`src/rtl/sent_pkg.sv`:
```
// rtl/sent_pkg.sv - SENT TX shared types, timing constants and CRC step
package sent_pkg;

  typedef enum logic [1:0] {
    NIB_SYNC  = 2'd0,
    NIB_DATA  = 2'd1,
    NIB_PAUSE = 2'd2
  } nib_type_e;

  typedef enum logic [2:0] {
    ST_IDLE,
    ST_LOAD,
    ST_SYNC,
    ST_STATUS,
    ST_DATA,
    ST_CRC,
    ST_PAUSE,
    ST_DONE
  } tx_state_e;

  localparam logic [15:0] SYNC_TICKS        = 16'd56;
  localparam logic [15:0] NIBBLE_BASE_TICKS = 16'd12;
  localparam logic [15:0] MIN_PAUSE_TICKS   = 16'd12;
  localparam logic [3:0]  CRC_SEED          = 4'h5;
  localparam logic [3:0]  CRC_POLY          = 4'b1101;

  // One nibble through the 4-bit SENT CRC, MSB first.
  function automatic logic [3:0] crc4_step(input logic [3:0] crc, input logic [3:0] nib);
    logic [3:0] c;
    logic       fb;
    c = crc;
    for (int i = 3; i >= 0; i--) begin
      fb = c[3] ^ nib[i];
      c  = {c[2:0], 1'b0};
      if (fb) c = c ^ CRC_POLY;
    end
    return c;
  endfunction

  function automatic logic [15:0] nibble_ticks(input logic [3:0] value);
    return NIBBLE_BASE_TICKS + {12'd0, value};
  endfunction

  // Pause that pads the frame to frame_ticks, never shorter than the minimum.
  function automatic logic [15:0] pause_len(input logic [15:0] frame_ticks, input logic [8:0] acc);
    logic [16:0] need;
    need = {8'd0, acc} + {1'b0, MIN_PAUSE_TICKS};
    if ({1'b0, frame_ticks} < need) return MIN_PAUSE_TICKS;
    return frame_ticks - {7'd0, acc};
  endfunction

endpackage

```
`src/rtl/sent_tx_frame_ctrl_if.sv`:
```
// rtl/sent_tx_frame_ctrl_if.sv - pulse descriptor handshake between sequencer and pulse generator
interface sent_tx_frame_ctrl_if;
  logic        nib_valid;
  logic [1:0]  nib_type;
  logic [3:0]  nib_value;
  logic [15:0] nib_ticks;
  logic        nib_ready;

  modport master (output nib_valid, nib_type, nib_value, nib_ticks, input nib_ready);
  modport slave  (input nib_valid, nib_type, nib_value, nib_ticks, output nib_ready);
endinterface

```
`src/rtl/sent_crc4.sv`:
```
// rtl/sent_crc4.sv - registered SENT CRC with seed init, nibble step and augmented result
module sent_crc4
  import sent_pkg::*;
(
  input  logic       clk,
  input  logic       rst,
  input  logic       init,
  input  logic       step,
  input  logic [3:0] nibble,
  output logic [3:0] crc_aug
);

  logic [3:0] crc_q;

  always_ff @(posedge clk) begin
    if (rst || init) crc_q <= CRC_SEED;
    else if (step)   crc_q <= crc4_step(crc_q, nibble);
  end

  // The transmitted CRC is the running value pushed through one zero nibble.
  assign crc_aug = crc4_step(crc_q, 4'h0);

endmodule

```
`src/rtl/sent_tx_frame_ctrl.sv`:
```
// rtl/sent_tx_frame_ctrl.sv - SENT TX frame sequencer emitting pulse descriptors per FIFO word
module sent_tx_frame_ctrl
  import sent_pkg::*;
#(
  parameter int DATAWIDTH    = 24,
  parameter int DATA_NIBBLES = 6
) (
  input  logic                  clk_tx,
  input  logic                  reset_tx,
  input  logic                  enable,
  input  logic [3:0]            status_nibble,
  input  logic                  pause_en,
  input  logic [15:0]           frame_ticks,
  input  logic                  fifo_empty,
  input  logic [DATAWIDTH-1:0]  fifo_rdata,
  output logic                  fifo_rd_en,
  sent_tx_frame_ctrl_if.master  nib,
  output logic                  busy,
  output logic                  frame_done,
  output logic [3:0]            crc_out
);

  localparam int DW = 4 * DATA_NIBBLES;

  tx_state_e     state_q, state_d;
  logic [DW-1:0] data_q;
  logic [3:0]    status_q;
  logic [2:0]    idx_q;
  logic [8:0]    acc_q;
  logic [8:0]    acc_next;
  logic [15:0]   pause_ticks_q;
  logic [3:0]    crc_aug;
  logic          accept;
  logic          last_data;

  assign accept    = nib.nib_valid & nib.nib_ready;
  assign acc_next  = acc_q + nib.nib_ticks[8:0];
  assign last_data = (idx_q == 3'(DATA_NIBBLES - 1));

  sent_crc4 u_crc (
    .clk     (clk_tx),
    .rst     (reset_tx),
    .init    (state_q == ST_LOAD),
    .step    ((state_q == ST_DATA) && accept),
    .nibble  (data_q[DW-1 -: 4]),
    .crc_aug (crc_aug)
  );

  always_ff @(posedge clk_tx) begin
    if (reset_tx) state_q <= ST_IDLE;
    else          state_q <= state_d;
  end

  always_comb begin
    state_d       = state_q;
    fifo_rd_en    = 1'b0;
    frame_done    = 1'b0;
    busy          = (state_q != ST_IDLE);
    nib.nib_valid = 1'b0;
    nib.nib_type  = NIB_SYNC;
    nib.nib_value = 4'h0;
    nib.nib_ticks = 16'd0;
    case (state_q)
      ST_IDLE: begin
        if (enable && !fifo_empty && !reset_tx) begin
          fifo_rd_en = 1'b1;
          state_d    = ST_LOAD;
        end
      end
      ST_LOAD: state_d = ST_SYNC;
      ST_SYNC: begin
        nib.nib_valid = 1'b1;
        nib.nib_ticks = SYNC_TICKS;
        if (nib.nib_ready) state_d = ST_STATUS;
      end
      ST_STATUS: begin
        nib.nib_valid = 1'b1;
        nib.nib_type  = NIB_DATA;
        nib.nib_value = status_q;
        nib.nib_ticks = nibble_ticks(status_q);
        if (nib.nib_ready) state_d = ST_DATA;
      end
      ST_DATA: begin
        nib.nib_valid = 1'b1;
        nib.nib_type  = NIB_DATA;
        nib.nib_value = data_q[DW-1 -: 4];
        nib.nib_ticks = nibble_ticks(data_q[DW-1 -: 4]);
        if (nib.nib_ready && last_data) state_d = ST_CRC;
      end
      ST_CRC: begin
        nib.nib_valid = 1'b1;
        nib.nib_type  = NIB_DATA;
        nib.nib_value = crc_aug;
        nib.nib_ticks = nibble_ticks(crc_aug);
        if (nib.nib_ready) state_d = pause_en ? ST_PAUSE : ST_DONE;
      end
      ST_PAUSE: begin
        nib.nib_valid = 1'b1;
        nib.nib_type  = NIB_PAUSE;
        nib.nib_ticks = pause_ticks_q;
        if (nib.nib_ready) state_d = ST_DONE;
      end
      ST_DONE: begin
        frame_done = 1'b1;
        state_d    = ST_IDLE;
      end
      default: state_d = ST_IDLE;
    endcase
  end

  // Data nibbles leave from the top of data_q, which shifts left on each accept.
  always_ff @(posedge clk_tx) begin
    if (reset_tx) begin
      data_q        <= '0;
      status_q      <= 4'h0;
      idx_q         <= 3'd0;
      acc_q         <= 9'd0;
      pause_ticks_q <= MIN_PAUSE_TICKS;
      crc_out       <= 4'h0;
    end else begin
      if (state_q == ST_LOAD) begin
        data_q   <= fifo_rdata[DW-1:0];
        status_q <= status_nibble;
        idx_q    <= 3'd0;
        acc_q    <= 9'd0;
      end
      if (accept) acc_q <= acc_next;
      if (accept && state_q == ST_DATA) begin
        data_q <= data_q << 4;
        idx_q  <= idx_q + 3'd1;
      end
      if (accept && state_q == ST_CRC) begin
        crc_out       <= crc_aug;
        pause_ticks_q <= pause_len(frame_ticks, acc_next);
      end
    end
  end

endmodule

```
`src/flat_wrapper.sv`:
```
// flat-port wrapper written by rule: the top's interface ports become plain ports
module sent_tx_frame_ctrl_flat import sent_pkg::*;
#(
  parameter int DATAWIDTH    = 24,
  parameter int DATA_NIBBLES = 6
)
  (clk_tx, reset_tx, enable, status_nibble, pause_en, frame_ticks, fifo_empty, fifo_rdata, fifo_rd_en, busy, frame_done, crc_out, nib_nib_valid, nib_nib_type, nib_nib_value, nib_nib_ticks, nib_nib_ready);
  sent_tx_frame_ctrl_if nib_i ();
  input  logic clk_tx;
  input  logic reset_tx;
  input  logic enable;
  input  logic [3:0] status_nibble;
  input  logic pause_en;
  input  logic [15:0] frame_ticks;
  input  logic fifo_empty;
  input  logic [DATAWIDTH-1:0] fifo_rdata;
  output logic fifo_rd_en;
  output logic busy;
  output logic frame_done;
  output logic [3:0] crc_out;
  output wire logic [$bits(nib_i.nib_valid)-1:0] nib_nib_valid;
  output wire logic [$bits(nib_i.nib_type)-1:0] nib_nib_type;
  output wire logic [$bits(nib_i.nib_value)-1:0] nib_nib_value;
  output wire logic [$bits(nib_i.nib_ticks)-1:0] nib_nib_ticks;
  input wire logic [$bits(nib_i.nib_ready)-1:0] nib_nib_ready;
  assign nib_nib_valid = nib_i.nib_valid;
  assign nib_nib_type = nib_i.nib_type;
  assign nib_nib_value = nib_i.nib_value;
  assign nib_nib_ticks = nib_i.nib_ticks;
  assign nib_i.nib_ready = nib_nib_ready;
  sent_tx_frame_ctrl #(.DATAWIDTH(DATAWIDTH), .DATA_NIBBLES(DATA_NIBBLES)) u_core (.clk_tx(clk_tx), .reset_tx(reset_tx), .enable(enable), .status_nibble(status_nibble), .pause_en(pause_en), .frame_ticks(frame_ticks), .fifo_empty(fifo_empty), .fifo_rdata(fifo_rdata), .fifo_rd_en(fifo_rd_en), .nib(nib_i), .busy(busy), .frame_done(frame_done), .crc_out(crc_out));
endmodule
```
`config.mk`:
```
export PLATFORM = sky130hd
export DESIGN_NAME = sent_tx_frame_ctrl_flat
export DESIGN_NICKNAME = d
export VERILOG_FILES = /design/src/rtl/sent_pkg.sv /design/src/rtl/sent_tx_frame_ctrl_if.sv /design/src/rtl/sent_crc4.sv /design/src/rtl/sent_tx_frame_ctrl.sv /design/src/flat_wrapper.sv
export SDC_FILE = /design/constraint.sdc
export NUM_CORES = 1
export LEC_CHECK = 0
export CORE_MARGIN = 4
export CORE_UTILIZATION = 57
export DETAILED_ROUTE_END_ITERATION = 16
export GPL_TIMING_DRIVEN = 0
export PLACE_DENSITY_LB_ADDON = 0.15
export SYNTH_ARGS = -nofsm -noshare
export SYNTH_HDL_FRONTEND = slang
export SYNTH_SLANG_ARGS = --single-unit
```
`constraint.sdc`:
```
create_clock -name clk_tx -period 13.1 [get_ports clk_tx]
set_input_delay 2.62 -clock clk_tx [delete_from_list [all_inputs] [get_ports clk_tx]]
set_output_delay 2.62 -clock clk_tx [all_outputs]
set_load 0.03 [all_outputs]
```
==> impl_metrics.tcl <==
set metrics [dict create \
    status "complete, no violations" \
    synth_area_per_cell_um2 8.12 \
    areaGrowthSynthToFinish_pct 24.7 \
    finalHoldViolations 0 \
    p_clk_frac 0.327 \
    p_switching_mw 0.138 \
    p_leak_nw 2.04 \
    utilization 0.736 \
    numPortBuffers 77 \
    clkTransAtPathRegs_ps 60 \
    dr.pass1.iters 5 \
    synth_ff_type "dfxtp_1" \
    drtIter0Drc 189 \
    ys_types 60 \
    grt_max_degree 11 \
    gp_congestion 0.869 \
    drt_wl_total_mm 11.5 \
    drv_slew 0 \
    antenna_cells 0 \
    fin_crit_sh 0.523 \
    synth_async_sr_flop_share 0 \
    wire_per_inst_um 15.9 \
    intPower_mw 0.332 \
    cp_slowest_stage_delay_ps 620 \
    synth_mux_area_frac 0.0209 \
    dpl.hpwl_mm 9.04 \
    synth-compound-area-share 0.242 \
    post_cts_resized 0 \
    clk_latency_ps 350 \
    clock_sinks 67 \
    dp_slack_ps 6250 \
    layout_min_cycle_time_ps 6850 \
    io_pins 80 \
    rows 31 \
    combPwrFrac 0.217 \
    finalNetCount 700 \
    die_h_um 94.9 \
    post_cts_buffers 0 \
    avgViaCountPerCell 5.77 \
    yosys_register_bits 67 \
    cts_buffers 9 \
    grt_usage 0.262 \
    die_w_um 94.9 \
    seq_area_frac_synth 0.312 \
    coreArea_um2 7290 \
    max_freq_mhz 146 \
    num_vias 4151 \
    grt_overflow 0 \
    finalPower_mw 0.470 \
    setup-tns-final_ps 0 \
    cts_root_buf "clkbuf_8" \
    max-cap-violations 0 \
    peakVddDrop_v 0.0000665 \
    path_delay_family "buffers and inverters" \
    yosys.area_share.adder 0.0965 \
    finalSetupViolCount 0 \
    worstSetupEndpointType "output port" \
    cp_max_fo 10 \
    synth_top_family_by_area "compound AO/OA/AOI/OAI gates" \
    worstSetupPathType "input port to output port" \
    drive_gt1_frac 0.0660 \
    h-tree-depth 3 \
    antenna_found_initial 0 \
    cp.arrival_ps 4230 \
    ctsHoldBuffers 0 \
    postLayoutSetupSlackWorst_ps 6250 \
    cts_tree "yes" \
    cp_cell_sequence "clkbuf_1 -> buf_1 -> nor3_1 -> clkdlybuf4s50_1" \
    grt_pass1_wl_mm 18.8 \
    die_area_um2 9010 \
    seqPwrFrac 0.456 \
    clock_path_buffers 2 \
    cp_slowest_cell "clkdlybuf4s50_1" \
    drc 0 \
    skew_ps 13.2 \
    syn_area_um2 4310 \
    relSlewSlack 0.606 \
    ant_nets 0 \
    yosysWarnings 0 \
    synth_nets 612 \
    worst_pin_slew_ps 591 \
    swShare 0.293 \
    synthSimpleGateAreaFrac 0.201 \
    synth_cells 530 \
    hp-class "register to register" \
    critPathBufInv 3 \
    initial_core_util 0.590 \
    grt_pass1_vias 4049 \
    power_density_nw_per_um2 87.6 \
    synth_xor_area_frac 0.0805 \
    synth_edf_count 0 \
    final_common_cell "clkdlybuf4s50_1" \
    start_kind "input port" \
    rsz0062_at_grt "no" \
    final_cell_mix "77 x clkdlybuf4s50_1, 67 x dfxtp_1, 62 x nand2_1" \
    critPathRequiredTime_ps 10480 \
]
-- sequential cells by signal (all words and copies together), names as in the netlist --
signal and count:
u_core.data_q 24, u_core.crc_out 4, u_core.acc_q 9, u_core.u_crc.crc_q 4
u_core.state_q 3, u_core.pause_ticks_q 16, u_core.idx_q 3, u_core.status_q 4
-- worst min-delay path: stages (launching register included) --
cell	delay (ps)
dfxtp_1	300
nand2_1	50
a21oi_1	50
-- layer usage --
layer / share of wire / global-route usage
met1: 0.43 / 0.324
met3: 0.050 / 0.0470
met4: 0.014 / 0.0721
met2: 0.51 / 0.464
met5: 0 / 0
-- Yosys cell counts, types with 2 or more instances --
cell / number / share of area
a22oi_1: 13 / 0.023
nor3b_1: 2 / 0.0035
o21ai_1: 9 / 0.010
buf_4: 2 / 0.0035
mux2i_1: 9 / 0.021
xor2_1: 10 / 0.020
a311oi_1: 8 / 0.016
a21oi_1: 52 / 0.060
a21oi_2: 3 / 0.0061
xnor2_2: 3 / 0.011
a31oi_1: 5 / 0.0073
o2111ai_1: 3 / 0.0061
dfxtp_1: 67 / 0.31
and3_1: 2 / 0.0029
nand2_1: 62 / 0.054
o31ai_1: 2 / 0.0035
fa_1: 2 / 0.0093
a211o_1: 2 / 0.0041
nor3_1: 11 / 0.013
ha_1: 30 / 0.087
buf_1: 3 / 0.0026
o21ai_0: 21 / 0.024
a211oi_1: 4 / 0.0070
a2111oi_0: 2 / 0.0041
or3_1: 7 / 0.010
clkbuf_1: 18 / 0.016
o21a_1: 7 / 0.012
a21o_1: 10 / 0.017
inv_1: 15 / 0.013
o211ai_1: 2 / 0.0035
buf_2: 9 / 0.010
nor2b_1: 5 / 0.0073
o21bai_1: 2 / 0.0035
o22ai_1: 2 / 0.0029
nand3_1: 14 / 0.016
xnor2_1: 24 / 0.049
nand2b_1: 6 / 0.0087
and2_1: 14 / 0.020
nor2_1: 47 / 0.041
-- final timing paths --
path | startpoint | end | slack (ps) | cells after the start
max | reset_tx | fifo_rd_en | 6250 | 4
min | u_core.pause_ticks_q[6] | u_core.pause_ticks_q[6] | 450 | 2
max reg2reg | u_core.state_q[0] | u_core.pause_ticks_q[3] | 7480 | 23
min reg2reg | u_core.pause_ticks_q[6] | u_core.pause_ticks_q[6] | 450 | 2
-- power groups by stage --
stage / combinational [mW] / clock (mW) / sequential [mW]
final: 0.102 / 0.154 / 0.214
after global routing: 0.112 / 0.163 / 0.215
after CTS: 0.102 / 0.154 / 0.214
after detailed placement: 0.101 / 0 / 0.219
after global placement: 0.0979 / 0 / 0.219
after floorplan: 0.0650 / 0 / 0.218
-- per-stage QoR --
stage               instance area, um2  std cells  hold slack (ps)
floorplan                         4310        530              427
global placement                  5200        706              437
detailed placement                5200        706              440
CTS                               5370        720              448
global route                      5370        720              467
finish                            5370        720              448
-- cells by family (layout without fill, tap and decap cells) --
group                    count (synthesis)  in the layout
buffers and inverters                   48            139
adder cells (fa/ha/maj)                 32             32
AO/OA/AOI/OAI                          157            157
XOR/XNOR                                37             37
AND/OR/NAND/NOR                        180            180
flip-flops                              67             67
multiplexers                             9              9
-- layout make-up --
class / count / area, um2
Clock buffer: 12 / 155
Clock inverter: 2 / 12.5
Buffer: 33 / 150
Timing Repair Buffer: 77 / 771
Sequential cell: 67 / 1340
Inverter: 15 / 56.3
Fill cell: 606 / 1920
Tap cell: 99 / 124
Multi-Input combinational cell: 415 / 2760
Note: power is estimated with default switching activity, not from simulation.
